===== config.mk =====
export PLATFORM = sky130hd
export DESIGN_NAME = vt_escape_parser
export DESIGN_NICKNAME = d
export VERILOG_FILES = /design/src/rtl/vt_escape_parser.sv
export SDC_FILE = /design/constraint.sdc
export NUM_CORES = 1
export LEC_CHECK = 0
export ABC_CLOCK_PERIOD_IN_PS = 7350
export BUFFER_PORTS_ARGS = -buffer_cell sky130_fd_sc_hd__clkbuf_2
export CORE_ASPECT_RATIO = 1.4
export CORE_UTILIZATION = 55
export DETAILED_ROUTE_END_ITERATION = 10
export PLACE_DENSITY = 0.81
export SLEW_MARGIN = 0
export SYNTH_ARGS = -nofsm -noshare
export SYNTH_HDL_FRONTEND = slang
export SYNTH_SLANG_ARGS = --single-unit

===== constraint.sdc =====
create_clock -name clk_25mhz -period 7.35 [get_ports clk_25mhz]
set_input_delay 1.47 -clock clk_25mhz [delete_from_list [all_inputs] [get_ports clk_25mhz]]
set_output_delay 1.47 -clock clk_25mhz [all_outputs]
set_load 0.01 [all_outputs]

===== src/rtl/vt_escape_parser.sv =====
// VT100 subset parser: 4-byte input FIFO feeding a GROUND/ESC/CSI parser with one registered command slot.
// Latency: byte strobed in cycle N appears as a command in cycle N+2. The slot holds while cmd_ready is low; bytes arriving into a full FIFO are dropped and overflow is set.
module vt_escape_parser (
  input  logic       clk_25mhz,
  input  logic       reset,
  input  logic [7:0] rx_data,
  input  logic       rx_valid,
  output logic       cmd_valid,
  input  logic       cmd_ready,
  output logic [2:0] cmd_op,
  output logic [7:0] cmd_char,
  output logic [6:0] cmd_x,
  output logic [4:0] cmd_y,
  output logic       overflow
);

  typedef enum logic [1:0] {ST_GROUND, ST_ESC, ST_CSI} state_t;

  localparam logic [2:0] OP_PUT   = 3'd0;
  localparam logic [2:0] OP_CR    = 3'd1;
  localparam logic [2:0] OP_LF    = 3'd2;
  localparam logic [2:0] OP_BS    = 3'd3;
  localparam logic [2:0] OP_GOTO  = 3'd4;
  localparam logic [2:0] OP_CLEAR = 3'd5;
  localparam logic [2:0] OP_EEOL  = 3'd6;
  localparam logic [7:0] B_ESC    = 8'h1B;

  logic [7:0] fifo_q [4];
  logic [1:0] wr_ptr_q, rd_ptr_q;
  logic [2:0] count_q, count_d;
  logic       overflow_q;

  state_t     state_q;
  logic [7:0] p1_q, p2_q;
  logic       idx_q;
  logic       cmd_valid_q;
  logic [2:0] cmd_op_q;
  logic [7:0] cmd_char_q;
  logic [6:0] cmd_x_q;
  logic [4:0] cmd_y_q;

  logic        pop, push;
  logic [7:0]  head;
  logic        is_digit;
  logic [7:0]  p_sel, p_acc;
  logic [11:0] p_mul;
  logic [4:0]  goto_y;
  logic [6:0]  goto_x;

  assign head = fifo_q[rd_ptr_q];
  assign pop  = (count_q != 3'd0) && (!cmd_valid_q || cmd_ready);
  // A full FIFO still accepts a byte when its head leaves in the same cycle.
  assign push = rx_valid && ((count_q != 3'd4) || pop);

  always_comb begin
    count_d = count_q;
    case ({push, pop})
      2'b10:   count_d = count_q + 3'd1;
      2'b01:   count_d = count_q - 3'd1;
      default: count_d = count_q;
    endcase
  end

  assign is_digit = (head >= 8'h30) && (head <= 8'h39);
  assign p_sel    = idx_q ? p2_q : p1_q;
  assign p_mul    = ({4'd0, p_sel} * 12'd10) + {8'd0, head[3:0]};
  assign p_acc    = (p_mul > 12'd255) ? 8'hFF : p_mul[7:0];

  // Parameter 0 means 1; rows clamp to 30, columns to 80, then convert to 0-based.
  assign goto_y = (p1_q == 8'd0) ? 5'd0 : (p1_q >= 8'd30) ? 5'd29 : (p1_q[4:0] - 5'd1);
  assign goto_x = (p2_q == 8'd0) ? 7'd0 : (p2_q >= 8'd80) ? 7'd79 : (p2_q[6:0] - 7'd1);

  always_ff @(posedge clk_25mhz) begin
    if (reset) begin
      wr_ptr_q   <= 2'd0;
      rd_ptr_q   <= 2'd0;
      count_q    <= 3'd0;
      overflow_q <= 1'b0;
    end else begin
      if (push) wr_ptr_q <= wr_ptr_q + 2'd1;
      if (pop)  rd_ptr_q <= rd_ptr_q + 2'd1;
      count_q <= count_d;
      if (rx_valid && !push) overflow_q <= 1'b1;
    end
  end

  always_ff @(posedge clk_25mhz) begin
    if (push && !reset) fifo_q[wr_ptr_q] <= rx_data;
  end

  always_ff @(posedge clk_25mhz) begin
    if (reset) begin
      state_q     <= ST_GROUND;
      p1_q        <= 8'd0;
      p2_q        <= 8'd0;
      idx_q       <= 1'b0;
      cmd_valid_q <= 1'b0;
      cmd_op_q    <= OP_PUT;
      cmd_char_q  <= 8'd0;
      cmd_x_q     <= 7'd0;
      cmd_y_q     <= 5'd0;
    end else if (pop) begin
      cmd_valid_q <= 1'b0;
      cmd_op_q    <= OP_PUT;
      cmd_char_q  <= 8'd0;
      cmd_x_q     <= 7'd0;
      cmd_y_q     <= 5'd0;
      unique case (state_q)
        ST_GROUND: begin
          if (head >= 8'h20 && head <= 8'h7E) begin
            cmd_valid_q <= 1'b1;
            cmd_op_q    <= OP_PUT;
            cmd_char_q  <= head;
          end else if (head == 8'h0D) begin
            cmd_valid_q <= 1'b1;
            cmd_op_q    <= OP_CR;
          end else if (head == 8'h0A) begin
            cmd_valid_q <= 1'b1;
            cmd_op_q    <= OP_LF;
          end else if (head == 8'h08) begin
            cmd_valid_q <= 1'b1;
            cmd_op_q    <= OP_BS;
          end else if (head == B_ESC) begin
            state_q <= ST_ESC;
          end
        end
        ST_ESC: begin
          if (head == 8'h5B) begin
            state_q <= ST_CSI;
            p1_q    <= 8'd0;
            p2_q    <= 8'd0;
            idx_q   <= 1'b0;
          end else if (head != B_ESC) begin
            state_q <= ST_GROUND;
          end
        end
        ST_CSI: begin
          state_q <= ST_GROUND;
          if (is_digit) begin
            state_q <= ST_CSI;
            if (idx_q) p2_q <= p_acc;
            else       p1_q <= p_acc;
          end else if (head == 8'h3B) begin
            state_q <= ST_CSI;
            idx_q   <= 1'b1;
          end else if (head == B_ESC) begin
            state_q <= ST_ESC;
          end else if (head == 8'h48 || head == 8'h66) begin
            cmd_valid_q <= 1'b1;
            cmd_op_q    <= OP_GOTO;
            cmd_x_q     <= goto_x;
            cmd_y_q     <= goto_y;
          end else if (head == 8'h4A && p1_q == 8'd2) begin
            cmd_valid_q <= 1'b1;
            cmd_op_q    <= OP_CLEAR;
          end else if (head == 8'h4B && p1_q == 8'd0) begin
            cmd_valid_q <= 1'b1;
            cmd_op_q    <= OP_EEOL;
          end
        end
        default: state_q <= ST_GROUND;
      endcase
    end else if (cmd_valid_q && cmd_ready) begin
      cmd_valid_q <= 1'b0;
    end
  end

  assign cmd_valid = cmd_valid_q;
  assign cmd_op    = cmd_op_q;
  assign cmd_char  = cmd_char_q;
  assign cmd_x     = cmd_x_q;
  assign cmd_y     = cmd_y_q;
  assign overflow  = overflow_q;

endmodule


==> impl_metrics.prom <==
# TYPE chip_impl_metric gauge
chip_impl_metric{name="hold_viol_final",unit=""} 0
chip_impl_metric{name="post_dp_hpwl",unit="um"} 6550
chip_impl_metric{name="antenna_found_initial",unit=""} 0
chip_impl_metric{name="number_of_max_slew_violations_in_the_final_report",unit=""} 0
chip_impl_metric{name="setup_viol_count_final",unit=""} 0
chip_impl_metric{name="grt_start_max_net_pins",unit=""} 45
chip_impl_metric{name="synthesis.instances",unit=""} 416
chip_impl_metric{name="worstSkewPairLatency",unit="ns"} 0.37
chip_impl_metric{name="clkPwrFrac",unit=""} 0.273
chip_impl_info{name="outcome",value="complete, no violations"} 1
chip_impl_metric{name="drt.antenna.violating_nets",unit=""} 0
chip_impl_metric{name="power-per-cell-area",unit="mW/mm2"} 257
chip_impl_metric{name="cts_inserted_buffers",unit=""} 9
chip_impl_metric{name="power_switching_share",unit=""} 0.335
chip_impl_metric{name="grt_first_pass_wirelength",unit="um"} 14400
chip_impl_metric{name="p_int",unit="mW"} 0.843
chip_impl_metric{name="placeable_core_region",unit="mm2"} 0.00780
chip_impl_metric{name="cts_repair_resize_count",unit=""} 0
chip_impl_info{name="timing.critical_path.to_type",value="flip-flop"} 1
chip_impl_metric{name="sequentialPowerShare",unit=""} 0.449
chip_impl_metric{name="n_antenna_cell",unit=""} 0
chip_impl_metric{name="worstPathMaxFanout",unit=""} 13
chip_impl_metric{name="fin_total_pwr",unit="mW"} 1.27
chip_impl_metric{name="io_buffer_count",unit=""} 36
chip_impl_metric{name="worst_ep_arrival_time",unit="ns"} 4.13
chip_impl_metric{name="worst-endpoint-required",unit="ns"} 7.62
chip_impl_info{name="timing_worst_setup_path_type",value="reg2reg"} 1
chip_impl_metric{name="final_min_period_over_clock_period",unit=""} 0.526
chip_impl_metric{name="die_h",unit="um"} 109
chip_impl_metric{name="tightest_slew",unit="ns"} 0.849
chip_impl_info{name="grt_setup_unrepaired",value="no"} 1
chip_impl_info{name="final_common_cell",value="sky130_fd_sc_hd__dfxtp_1"} 1
chip_impl_metric{name="totalWireLength",unit="um"} 8810
chip_impl_metric{name="htreeDepth",unit=""} 3
chip_impl_metric{name="worst_setup_hold_path_clk_slew",unit="ns"} 0.09
chip_impl_metric{name="layout_area_overhead",unit="%"} 9.95
chip_impl_info{name="hold_path.class",value="reg2reg"} 1
chip_impl_metric{name="dieArea",unit="mm2"} 0.00851
chip_impl_metric{name="dpl-instance-area",unit="mm2"} 0.00471
chip_impl_metric{name="grt_pass1_vias",unit=""} 3188
chip_impl_metric{name="post_cts_hold_buffer_count",unit=""} 0
chip_impl_metric{name="fmax",unit="MHz"} 259
chip_impl_info{name="dominantRegCellSynth",value="sky130_fd_sc_hd__dfxtp_1"} 1
chip_impl_metric{name="slew_headroom",unit=""} 0.432
chip_impl_metric{name="synth.avg_cell_area",unit="um2"} 10.8
chip_impl_metric{name="yosys.cell_types.count",unit=""} 57
chip_impl_metric{name="vdd.ir_drop.worst",unit="mV"} 0.219
chip_impl_metric{name="drive_above_1_share",unit=""} 0.185
chip_impl_metric{name="drt_pre_antenna_iters",unit=""} 4
chip_impl_metric{name="dieWidth",unit="um"} 78.3
chip_impl_metric{name="combinationalPowerShare",unit=""} 0.278
chip_impl_metric{name="layout.cell_area.non_filler",unit="mm2"} 0.00492
chip_impl_metric{name="start_util",unit=""} 0.574
chip_impl_metric{name="regArea",unit="mm2"} 0.00202
chip_impl_info{name="worstSetupStartpointType",value="flip-flop"} 1
chip_impl_metric{name="drc_errors",unit=""} 0
chip_impl_info{name="clock-root-buffer",value="sky130_fd_sc_hd__clkbuf_8"} 1
chip_impl_metric{name="synth_sequential_area_ratio",unit=""} 0.452
chip_impl_metric{name="worst_slack",unit="ns"} 3.49
chip_impl_metric{name="reg2reg_setup_slack",unit="ns"} 3.49
chip_impl_metric{name="globalRoute.totalOverflow",unit=""} 0
chip_impl_metric{name="cap_viol_max_count",unit=""} 0
chip_impl_metric{name="fin_setup_tns",unit="ns"} 0
chip_impl_metric{name="avgViaCountPerCell",unit=""} 5.82
chip_impl_metric{name="vias",unit=""} 3223
chip_impl_metric{name="place_congestion",unit=""} 0.867
chip_impl_metric{name="synth_enable_flop_cells",unit=""} 32
chip_impl_metric{name="num-nets-final",unit=""} 492
chip_impl_info{name="layout_common_cells",value="53 x sky130_fd_sc_hd__dfxtp_1, 41 x sky130_fd_sc_hd__nor2_1, 36 x sky130_fd_sc_hd__clkbuf_2, 32 x sky130_fd_sc_hd__edfxtp_1"} 1
chip_impl_metric{name="number_of_buffers_inserted_to_repair_setup_after_cts",unit=""} 0
chip_impl_metric{name="period_needed",unit="ns"} 3.86
chip_impl_metric{name="fillCellCount",unit=""} 631
chip_impl_metric{name="hold_slack",unit="ns"} 0.461
chip_impl_info{name="cts_tree",value="yes"} 1
chip_impl_metric{name="multi_input_area",unit="mm2"} 0.00231
chip_impl_metric{name="dp_slack",unit="ns"} 3.51
chip_impl_metric{name="numClockSinks",unit=""} 85
chip_impl_metric{name="first_iter_violations",unit=""} 165
chip_impl_metric{name="number_of_nets_produced_by_synthesis",unit=""} 459
chip_impl_metric{name="p_leak",unit="nW"} 2.08
chip_impl_metric{name="synth_async_sr_flop_share",unit=""} 0
chip_impl_metric{name="routedWlPerCell",unit="um"} 15.9
chip_impl_metric{name="netSwitchingPower",unit="mW"} 0.425
chip_impl_metric{name="num_io_pins",unit=""} 37
chip_impl_metric{name="syn-cell-area",unit="mm2"} 0.00448
chip_impl_metric{name="std_cell_rows",unit=""} 38
chip_impl_metric{name="globalRouteTotalUtil",unit=""} 0.225
chip_impl_metric{name="number_of_warning_messages_in_the_yosys_log",unit=""} 0
chip_impl_metric{name="finClkSkew",unit="ns"} 0.0123
chip_impl_metric{name="clock_path_buffers",unit=""} 2
chip_impl_metric{name="ys_seq_elements",unit=""} 85
## critical path, stage by stage, from the launching register on
cell and delay [ns]:
sky130_fd_sc_hd__dfxtp_1 0.61, sky130_fd_sc_hd__mux2_2 0.41, sky130_fd_sc_hd__ha_1 0.30, sky130_fd_sc_hd__ha_1 0.24
sky130_fd_sc_hd__fa_1 0.43, sky130_fd_sc_hd__xnor2_1 0.18, sky130_fd_sc_hd__or2_2 0.31, sky130_fd_sc_hd__nor4_1 0.21
sky130_fd_sc_hd__mux2_2 0.46, sky130_fd_sc_hd__o31a_1 0.34, sky130_fd_sc_hd__mux2_2 0.28
## flip-flops by register name, summed over array words and instances, names as in the netlist, named ones only
signal	flops
cmd_char	8
rd_ptr_q	2
cmd_op	3
fifo_q	32
p1_q	8
cmd_y	5
state_q	2
count_q	3
overflow	1
cmd_x	7
p2_q	8
wr_ptr_q	2
cmd_valid	1
idx_q	1
## synth_stat cells, types with 13 or more instances
master / instances / area [um2]
sky130_fd_sc_hd__edfxtp_1: 32 / 961
sky130_fd_sc_hd__nand2_1: 28 / 105
sky130_fd_sc_hd__xnor2_1: 14 / 123
sky130_fd_sc_hd__o21ai_0: 14 / 70.1
sky130_fd_sc_hd__inv_1: 18 / 67.6
sky130_fd_sc_hd__nor2b_1: 13 / 81.3
sky130_fd_sc_hd__mux2_2: 14 / 158
sky130_fd_sc_hd__mux2i_1: 15 / 150
sky130_fd_sc_hd__dfxtp_1: 53 / 1060
sky130_fd_sc_hd__ha_1: 28 / 350
sky130_fd_sc_hd__a21oi_1: 13 / 65.1
sky130_fd_sc_hd__nor2_1: 41 / 154
## cell type report
cell class,count,share of cell area
flip-flops and latches,85,0.411
multi-input cells,298,0.469
clock inverters,5,0.0119
inverters,18,0.0137
well taps,100,0.0254
repair buffers,37,0.0381
clock buffers,11,0.0310
## through the flow
step	std cells	utilization
after detailed placement	538	0.604
after CTS	554	0.631
after global placement	538	0.604
after global routing	554	0.631
final	554	0.631
after floorplan	416	-
## kinds of logic (layout without fill, tap and decap cells)
logic type / Yosys count / in the layout / share of synthesized area
AND/OR/NAND/NOR: 146 / 146 / 0.173
flip-flops: 85 / 85 / 0.452
AO/OA/AOI/OAI: 65 / 65 / 0.103
multiplexers: 37 / 37 / 0.111
buffers and inverters: 33 / 71 / 0.0327
adder cells (fa/ha/maj): 31 / 31 / 0.0916
XOR/XNOR: 19 / 19 / 0.0372
## final timing paths
| check | cells past startpoint | endpoint | startpoint |
|---|---|---|---|
| max reg2reg | 10 | p2_q[7] | idx_q |
| max | 10 | p2_q[7] | idx_q |
| min reg2reg | 2 | cmd_x[2] | cmd_x[2] |
| min | 2 | cmd_x[2] | cmd_x[2] |
## power by group through the flow
stage	registers (mW)	clock network [mW]	logic [mW]
5_1_grt	0.574	0.371	0.390
3_3_place_gp	0.577	0	0.340
3_5_place_dp	0.580	0	0.348
2_1_floorplan	0.567	0	0.285
4_1_cts	0.569	0.353	0.350
6_report	0.569	0.346	0.353
## routing by layer
layer	up-vias	global-route usage	wire length [um]
met4	0	0.142	356
met2	80	0.405	4600
met5	-	0	0
met1	1553	0.233	3460
li1	1563	-	-
met3	27	0.0544	387
Note: power is estimated with default switching activity, not from simulation.
